===== config.mk =====
export PLATFORM = sky130hd
export DESIGN_NAME = serial_compare_arbiter
export DESIGN_NICKNAME = d
export VERILOG_FILES = /design/src/rtl/cmp_pkg.sv /design/src/rtl/rr_arb2.sv /design/src/rtl/serial_compare_arbiter.sv
export SDC_FILE = /design/constraint.sdc
export NUM_CORES = 1
export LEC_CHECK = 0
export CAP_MARGIN = 10
export CORE_MARGIN = 1
export CORE_UTILIZATION = 29
export CTS_BUF_LIST = sky130_fd_sc_hd__clkbuf_16
export CTS_CLUSTER_DIAMETER = 30
export CTS_CLUSTER_SIZE = 12
export DETAILED_ROUTE_END_ITERATION = 8
export HOLD_SLACK_MARGIN = 0.06
export SLEW_MARGIN = 20
export SYNTH_ARGS = -nofsm -noshare
export SYNTH_HDL_FRONTEND = slang
export SYNTH_SLANG_ARGS = --single-unit

===== constraint.sdc =====
create_clock -name clk -period 2.5 [get_ports clk]
set_input_delay 0.5 -clock clk [delete_from_list [all_inputs] [get_ports clk]]
set_output_delay 0.5 -clock clk [all_outputs]
set_load 0.02 [all_outputs]

===== src/rtl/cmp_pkg.sv =====
// Shared types for the serial compare arbiter: FSM state encoding and
// requester-index width.
package cmp_pkg;

  localparam int unsigned ReqIdxW = 1;

  typedef enum logic [1:0] {
    StIdle,
    StScan,
    StDone
  } state_e;

endpackage


===== src/rtl/rr_arb2.sv =====
// Two-input round-robin arbiter: one-hot grant from a request pair, priority
// pointer advances past the winner whenever the update strobe accepts a grant.
module rr_arb2 (
  input  logic       clk_i,
  input  logic       rst_i,
  input  logic [1:0] req_i,
  input  logic       upd_i,
  output logic [1:0] gnt_o
);

  // Requester favoured on a tie; 0 after reset.
  logic prio_q, prio_d;

  always_comb begin
    gnt_o = 2'b00;
    unique case (req_i)
      2'b01:   gnt_o = 2'b01;
      2'b10:   gnt_o = 2'b10;
      2'b11:   gnt_o = prio_q ? 2'b10 : 2'b01;
      default: gnt_o = 2'b00;
    endcase
  end

  always_comb begin
    prio_d = prio_q;
    if (upd_i && (gnt_o != 2'b00)) begin
      prio_d = gnt_o[0];
    end
  end

  always_ff @(posedge clk_i) begin
    if (rst_i) begin
      prio_q <= 1'b0;
    end else begin
      prio_q <= prio_d;
    end
  end

endmodule


===== src/rtl/serial_compare_arbiter.sv =====
// Two-requester unsigned comparator: arbitrates, captures operands, then scans
// bit pairs MSB first with early exit on the first difference.
module serial_compare_arbiter
  import cmp_pkg::*;
#(
  parameter int unsigned WIDTH = 8
) (
  input  logic             clk,
  input  logic             reset,
  input  logic             req0,
  input  logic [WIDTH-1:0] x0,
  input  logic [WIDTH-1:0] y0,
  input  logic             req1,
  input  logic [WIDTH-1:0] x1,
  input  logic [WIDTH-1:0] y1,
  output logic             gnt0,
  output logic             gnt1,
  output logic             busy,
  output logic             done,
  output logic             owner,
  output logic             greater,
  output logic             less,
  output logic             equal
);

  localparam int unsigned IdxW = (WIDTH > 1) ? $clog2(WIDTH) : 1;

  state_e             state_q;
  logic [WIDTH-1:0]   x_q, y_q;
  logic [IdxW-1:0]    idx_q;
  logic [ReqIdxW-1:0] owner_q;
  logic               gnt0_q, gnt1_q, busy_q, done_q;
  logic               greater_q, less_q, equal_q;
  logic [1:0]         arb_gnt;

  // Pointer only advances when a grant is actually taken from IDLE.
  rr_arb2 u_rr_arb2 (
    .clk_i (clk),
    .rst_i (reset),
    .req_i ({req1, req0}),
    .upd_i (state_q == StIdle),
    .gnt_o (arb_gnt)
  );

  always_ff @(posedge clk) begin
    if (reset) begin
      state_q   <= StIdle;
      x_q       <= '0;
      y_q       <= '0;
      idx_q     <= IdxW'(WIDTH - 1);
      owner_q   <= '0;
      gnt0_q    <= 1'b0;
      gnt1_q    <= 1'b0;
      busy_q    <= 1'b0;
      done_q    <= 1'b0;
      greater_q <= 1'b0;
      less_q    <= 1'b0;
      equal_q   <= 1'b0;
    end else begin
      gnt0_q <= 1'b0;
      gnt1_q <= 1'b0;
      done_q <= 1'b0;
      unique case (state_q)
        StIdle: begin
          if (arb_gnt != 2'b00) begin
            gnt0_q    <= arb_gnt[0];
            gnt1_q    <= arb_gnt[1];
            owner_q   <= arb_gnt[1];
            x_q       <= arb_gnt[1] ? x1 : x0;
            y_q       <= arb_gnt[1] ? y1 : y0;
            idx_q     <= IdxW'(WIDTH - 1);
            greater_q <= 1'b0;
            less_q    <= 1'b0;
            equal_q   <= 1'b0;
            busy_q    <= 1'b1;
            state_q   <= StScan;
          end
        end
        StScan: begin
          if (x_q[idx_q] != y_q[idx_q]) begin
            greater_q <= x_q[idx_q];
            less_q    <= y_q[idx_q];
            done_q    <= 1'b1;
            state_q   <= StDone;
          end else if (idx_q == '0) begin
            equal_q <= 1'b1;
            done_q  <= 1'b1;
            state_q <= StDone;
          end else begin
            idx_q <= idx_q - 1'b1;
          end
        end
        StDone: begin
          busy_q  <= 1'b0;
          state_q <= StIdle;
        end
        default: state_q <= StIdle;
      endcase
    end
  end

  assign gnt0    = gnt0_q;
  assign gnt1    = gnt1_q;
  assign busy    = busy_q;
  assign done    = done_q;
  assign owner   = owner_q;
  assign greater = greater_q;
  assign less    = less_q;
  assign equal   = equal_q;

endmodule


==> results of run 1 <==
==> logic make-up (layout without fill, tap and decap cells) <==
group / Yosys count / after routing / synth area share (%)
compound gates: 35 / 35 / 17.06
simple gates: 41 / 41 / 12.92
mux: 22 / 22 / 20.84
xor+xnor: 1 / 1 / 1.120
fa+ha+maj: 2 / 2 / 1.722
flops: 30 / 30 / 41.34
buf+inv: 15 / 59 / 4.995
==> area by class of cell <==
type / count / area (um2) / area share [%]
inverter: 4 / 15.01 / 0.7101
clock buffer: 5 / 125.1 / 5.917
clock inverter: 2 / 33.78 / 1.598
sequential: 30 / 600.6 / 28.40
multi-input combinational: 101 / 788.3 / 37.28
timing repair buffer: 48 / 467.9 / 22.13
tap: 67 / 83.83 / 3.964
==> final timing paths <==
check,slack (ns),end
max reg2reg,0.49,idx_q[1]
min,0.48,busy
min reg2reg,0.48,busy
max,0.49,idx_q[1]
==> state kept, by name, summed over array words and instances (netlist names) <==
register / cells
less: 1
state_q: 2
busy: 1
owner: 1
gnt0: 1
done: 1
equal: 1
greater: 1
u_rr_arb2.prio_q: 1
x_q: 8
idx_q: 3
y_q: 8
gnt1: 1
==> Yosys cell counts (all sizes together) <==
library cell  count
mux2i            18
a211oi           17
nor2             26
o21ai             2
o211ai            1
inv               4
and4              1
nand4             1
nand2b            2
a22oi             1
nand2             2
nor3              6
buf               4
nor2b             1
mux4              4
o2111ai           1
nor3b             1
o21a              4
or3               1
dfxtp            30
a211o             1
ha                2
a21oi             6
o2bb2ai           1
xnor2             1
clkbuf            7
a32oi             1
==> critical path, delay by kind of cell, from the launching register on <==
kind,cells,cell delay [ns]
AOI/OAI and AO/OA,2,0.39
xor gates and xnor gates,1,0.17
DFF,1,0.49
muxes,2,0.85
==> layer usage <==
metal	GRT usage, %	wire [um]
met2	20.04	1413
met3	4.558	137
met4	7.843	78
met5	0	0
met1	15.29	1328
==> report_power, final <==
group          leakage, nW  switching, mW  total, mW  internal (mW)
combinational        0.540          0.337      0.652          0.316
sequential           0.248         0.0756      0.670          0.594
clock               0.0773          0.195      0.654          0.459
total                0.865          0.608       1.98           1.37
==> per-stage QoR <==
step	cells	hold WS [ns]	util [%]	area, um2	setup slack, ns
2_1_floorplan	146	0.4404	-	1453	0.6843
3_3_place_gp	250	0.4516	40.86	1956	0.4958
3_5_place_dp	250	0.4551	40.86	1956	0.4639
4_1_cts	257	0.4786	44.18	2115	0.4586
5_1_grt	257	0.5208	44.18	2115	0.3545
6_report	257	0.4754	44.18	2115	0.4877
==> results.sh, run 1 <==
export IMPL_status="complete, no violations"
export IMPL_numCtsBuffers=5
export IMPL_min_period_over_period_pct=80.49
export IMPL_rsz0062_at_grt="false"
export IMPL_worst_setup_path_end_kind="flop"
export IMPL_skew_ns=0.002126
export IMPL_leakage_nw=0.8649
export IMPL_cts_sinks=30
export IMPL_hold_buffers=0
export IMPL_post_cts_buffers=0
export IMPL_seq_area_frac_synth_pct=41.34
export IMPL_cp_arrival_ns=2.18
export IMPL_peakVddDrop_mv=0.3531
export IMPL_whs_path_depth=2
export IMPL_grt_ovfl_total=0
export IMPL_wl_per_cell_um=11.51
export IMPL_clk_latency_ns=0.27
export IMPL_layout_drive_gt1_share_pct=10.00
export IMPL_ys_warn_count=0
export IMPL_row_count=25
export IMPL_hold_start="busy"
export IMPL_synthesis_area_um2=1453
export IMPL_min_period_ns=2.012
export IMPL_rr_worst_depth=5
export IMPL_cts_repair_resized=0
export IMPL_cp_start_kind="flop"
export IMPL_crit_reg2reg_launch="idx_q[0]"
export IMPL_ant_nets=0
export IMPL_ys_top_cells_by_area="dfxtp_1 41%, mux2i_1 11%, a211oi_1 8.8%"
export IMPL_mostFrequentLayoutCells="43 x clkdlybuf4s50_1, 30 x dfxtp_1, 26 x nor2_1, 17 x a211oi_1, 16 x mux2i_1"
export IMPL_worstSetupPathType="reg -> reg"
export IMPL_grt_use_total_pct=12.91
export IMPL_powerDensity_nw_per_um2=934.7
export IMPL_die_h_um=72.78
export IMPL_syn2layout_area_growth_pct=45.56
export IMPL_drt_pass1_iterations=4
export IMPL_worst_pin_slew_ns=0.3977
export IMPL_drt_iter0_markers=62
export IMPL_yosys_cell_types_count=32
export IMPL_crit_path_frequent_cell="o21a_1"
export IMPL_crit_chain="mux4_1 > mux2i_4 > xnor2_2 > o21a_1 > o21a_1"
export IMPL_coreArea_um2=4786
export IMPL_setup_viol=0
export IMPL_antennaDiodeCount=0
export IMPL_fill_cells=474
export IMPL_synth_ff_latch_count=30
export IMPL_place_hpwl_um=2190
export IMPL_start_util_pct=30.35
export IMPL_grt_pass1_vias=1073
export IMPL_synth_avg_cell_area_um2=9.950
export IMPL_num_vias=1166
export IMPL_cts_tree="done"
export IMPL_slowest_delay_ns=0.64
export IMPL_gp_congestion=0.7323
export IMPL_design_portCount=44
export IMPL_finalPower_mw=1.976
export IMPL_portBuffers=43
export IMPL_cts_buffer_depth=2
export IMPL_synth_top_area_share_pct=41.34
export IMPL_cts_root_buffer="clkbuf_16"
export IMPL_grt_pass1_wl_um=5016
export IMPL_fmax_mhz=496.9
export IMPL_grt_max_degree=23
export IMPL_syn_instance_count=146
export IMPL_die_area_um2=5296
export IMPL_drt_wl_total_um=2958
export IMPL_critPathMaxFanout=9
export IMPL_startpoint="idx_q[0]"
export IMPL_fp_dieW_um=72.78
export IMPL_hold_viol_final=0
export IMPL_yosysTopAreaCell="dfxtp_1"
export IMPL_num_nets_final=228
export IMPL_required_ns=2.66
export IMPL_critPathSlowestCell="mux4_1"
export IMPL_route_detailed_drc=0
export IMPL_path_clk_slew_ns=0.05
export IMPL_h_tree_depth=2
export IMPL_via_per_inst=4.537
export IMPL_tns_ns=0
export IMPL_synth_net_count=184
export IMPL_antenna_found_initial=0
export IMPL_slew_headroom_pct=73.36
export IMPL_final_common_cell="clkdlybuf4s50_1"
export IMPL_maxSlewViolCount=0
export IMPL_worstHoldPathType="reg -> reg"
export IMPL_cap_violations=0
Note: power is estimated with default switching activity, not from simulation.
==> run 2: changes to the inputs <==
==> constraint.sdc (replaced) <==
create_clock -name clk -period 1.9 [get_ports clk]
set_input_delay 0.38 -clock clk [delete_from_list [all_inputs] [get_ports clk]]
set_output_delay 0.38 -clock clk [all_outputs]
set_load 0.02 [all_outputs]
==> run 2 against run 1 <==
First-iteration DRC count rose by 73%. Global-route usage rose by 0.34 points. Critical path depth rose by 1. Worst hold slack improved by 0.0077 ns. Die area did not move. Largest power group is now combinational cells.
==> results.sh, run 2 (same netlist as run 1, synthesis figures left out) <==
export IMPL_status="complete, no violations"
export IMPL_hold_buffers=0
export IMPL_pwr_share_comb_pct=36.8
export IMPL_critPathMaxFanout=7
export IMPL_antennaDiodeCount=0
export IMPL_cts_tree="done"
export IMPL_setup_viol=0
export IMPL_crit_reg2reg_launch="idx_q[0]"
export IMPL_cts_buffer_depth=2
export IMPL_p_int_mw=1.745
export IMPL_numCtsBuffers=5
export IMPL_p_clk_share_pct=28.7
export IMPL_design_portCount=44
export IMPL_place_inst=256
export IMPL_final_common_cell="clkdlybuf4s50_1"
export IMPL_via_per_inst=4.591
export IMPL_cp_arrival_ns=1.96
export IMPL_cts_sinks=30
export IMPL_drt_wl_total_um=3022
export IMPL_die_h_um=72.78
export IMPL_rsz0062_at_grt="false"
export IMPL_layout_setup_ws_ns=0.1402
export IMPL_fp_dieW_um=72.78
export IMPL_cp_start_kind="flop"
export IMPL_cap_violations=0
export IMPL_fill_cells=456
export IMPL_place_hpwl_um=2232
export IMPL_worstHoldPathType="reg -> reg"
export IMPL_power_switching_share_pct=32.25
export IMPL_pre_cts_ws_ns=-0.04855
export IMPL_slew_headroom_pct=78.31
export IMPL_leakage_nw=0.8791
export IMPL_antenna_found_initial=0
export IMPL_min_period_over_period_pct=92.62
export IMPL_startpoint="idx_q[0]"
export IMPL_coreArea_um2=4786
export IMPL_route_detailed_drc=0
export IMPL_power_frac_seq_pct=34.5
export IMPL_worstSetupPathType="reg -> reg"
export IMPL_start_util_pct=30.35
export IMPL_hold_start="busy"
export IMPL_layout_drive_gt1_share_pct=14.21
export IMPL_path_clk_slew_ns=0.05
export IMPL_grt_pass1_wl_um=5188
export IMPL_row_count=25
export IMPL_worst_setup_path_end_kind="flop"
export IMPL_fmax_mhz=568.2
export IMPL_tns_ns=0
export IMPL_powerDensity_nw_per_um2=1200
export IMPL_p_sw_uw=830.6
export IMPL_peakVddDrop_mv=0.4994
export IMPL_cts_root_buffer="clkbuf_16"
export IMPL_grt_max_degree=22
export IMPL_gp_congestion=0.8307
export IMPL_drt_iter0_markers=107
export IMPL_grt_use_total_pct=13.25
export IMPL_clk_latency_ns=0.28
export IMPL_skew_ns=0.003962
export IMPL_reg_top3="x_q: 8 flops, y_q: 8 flops, idx_q: 3 flops"
export IMPL_maxSlewViolCount=0
export IMPL_min_period_ns=1.760
export IMPL_mostFrequentLayoutCells="43 x clkdlybuf4s50_1, 29 x dfxtp_1, 26 x nor2_1, 17 x a211oi_1, 16 x mux2i_1"
export IMPL_worst_pin_slew_ns=0.3247
export IMPL_num_nets_final=234
export IMPL_syn2layout_area_growth_pct=47.80
export IMPL_grt_pass1_vias=1123
export IMPL_hold_viol_final=0
export IMPL_ant_nets=0
export IMPL_grt_ovfl_total=0
export IMPL_portBuffers=43
export IMPL_h_tree_depth=2
export IMPL_num_vias=1212
export IMPL_required_ns=2.10
export IMPL_wl_per_cell_um=11.45
export IMPL_fin_cells=264
export IMPL_die_area_um2=5296
export IMPL_drt_pass1_iterations=5
[run 2: changes by cell type in the layout (fill, tap and decap cells not counted)]
cell / previous run / this run
dfxtp_1: 30 / 29
mux4_2: 2 / 4
mux4_1: 2 / 0
clkinv_2: 0 / 1
buf_4: 5 / 10
bufinv_16: 1 / 0
dfxtp_4: 0 / 1
buf_12: 0 / 1
inv_1: 4 / 5
[run 2: metrics by stage]
stage | hold slack, ns | cell area [um2] | power (mW) | util (%)
after global routing | 0.5021 | 2147 | 2.752 | 44.86
after CTS | 0.4814 | 2152 | 2.592 | 44.97
after global placement | 0.4607 | 2013 | 1.829 | 42.07
after floorplan | 0.4404 | 1453 | 1.508 | -
final | 0.4831 | 2147 | 2.576 | 44.86
after detailed placement | 0.4699 | 2013 | 1.840 | 42.07
[run 2: metal layers]
| metal | routed length [um] | GRT usage [%] | part of all wire, % | vias up |
|---|---|---|---|---|
| li1 | - | - | - | 637 |
| met1 | 1389 | 16.21 | 46 | 546 |
| met2 | 1437 | 20.66 | 48 | 24 |
| met3 | 144 | 5.525 | 4.8 | 5 |
| met4 | 50 | 5.229 | 1.7 | 0 |
| met5 | 0 | 0 | 0 | - |
[run 2: path summary, 6_finish.rpt]
kind	to	slack, ns	cells past startpoint
worst max-delay path	state_q[0]	0.14	6
worst max register to register	state_q[0]	0.14	6
worst min-delay path	busy	0.48	2
worst min register to register	busy	0.48	2
[run 2: power by group through the flow]
stage                     Clock (mW)  Combinational, mW  Sequential (mW)
final                          0.739              0.948            0.888
after global routing           0.791               1.05            0.909
after CTS                      0.760              0.950            0.882
after detailed placement           0              0.948            0.892
after global placement             0              0.937            0.892
after floorplan                    0              0.627            0.881
[run 2: area by class of cell]
cell class / instances / area, um2 / share of cell area, %
sequential: 30 / 604.3 / 28.15
inverter: 4 / 15.01 / 0.6993
clock inverter: 3 / 12.51 / 0.5828
timing repair buffer: 54 / 525.5 / 24.48
clock buffer: 5 / 125.1 / 5.828
tap: 67 / 83.83 / 3.904
multi-input combinational: 101 / 780.7 / 36.36
[run 2: worst max-delay path: stages, from the launching register on]
cell and delay [ns]:
dfxtp_4 0.39, mux4_2 0.53, mux2i_4 0.20, xnor2_2 0.20, buf_4 0.18, nor2_1 0.03, nor3_1 0.15
[run 2: timing repair]
| action | CTS | global route |
|---|---|---|
| pin swaps | 0 | 0 |
| endpoints found under the setup margin | 4 | 4 |
| gates resized for setup | 1 | 3 |
| setup buffers | 0 | 0 |
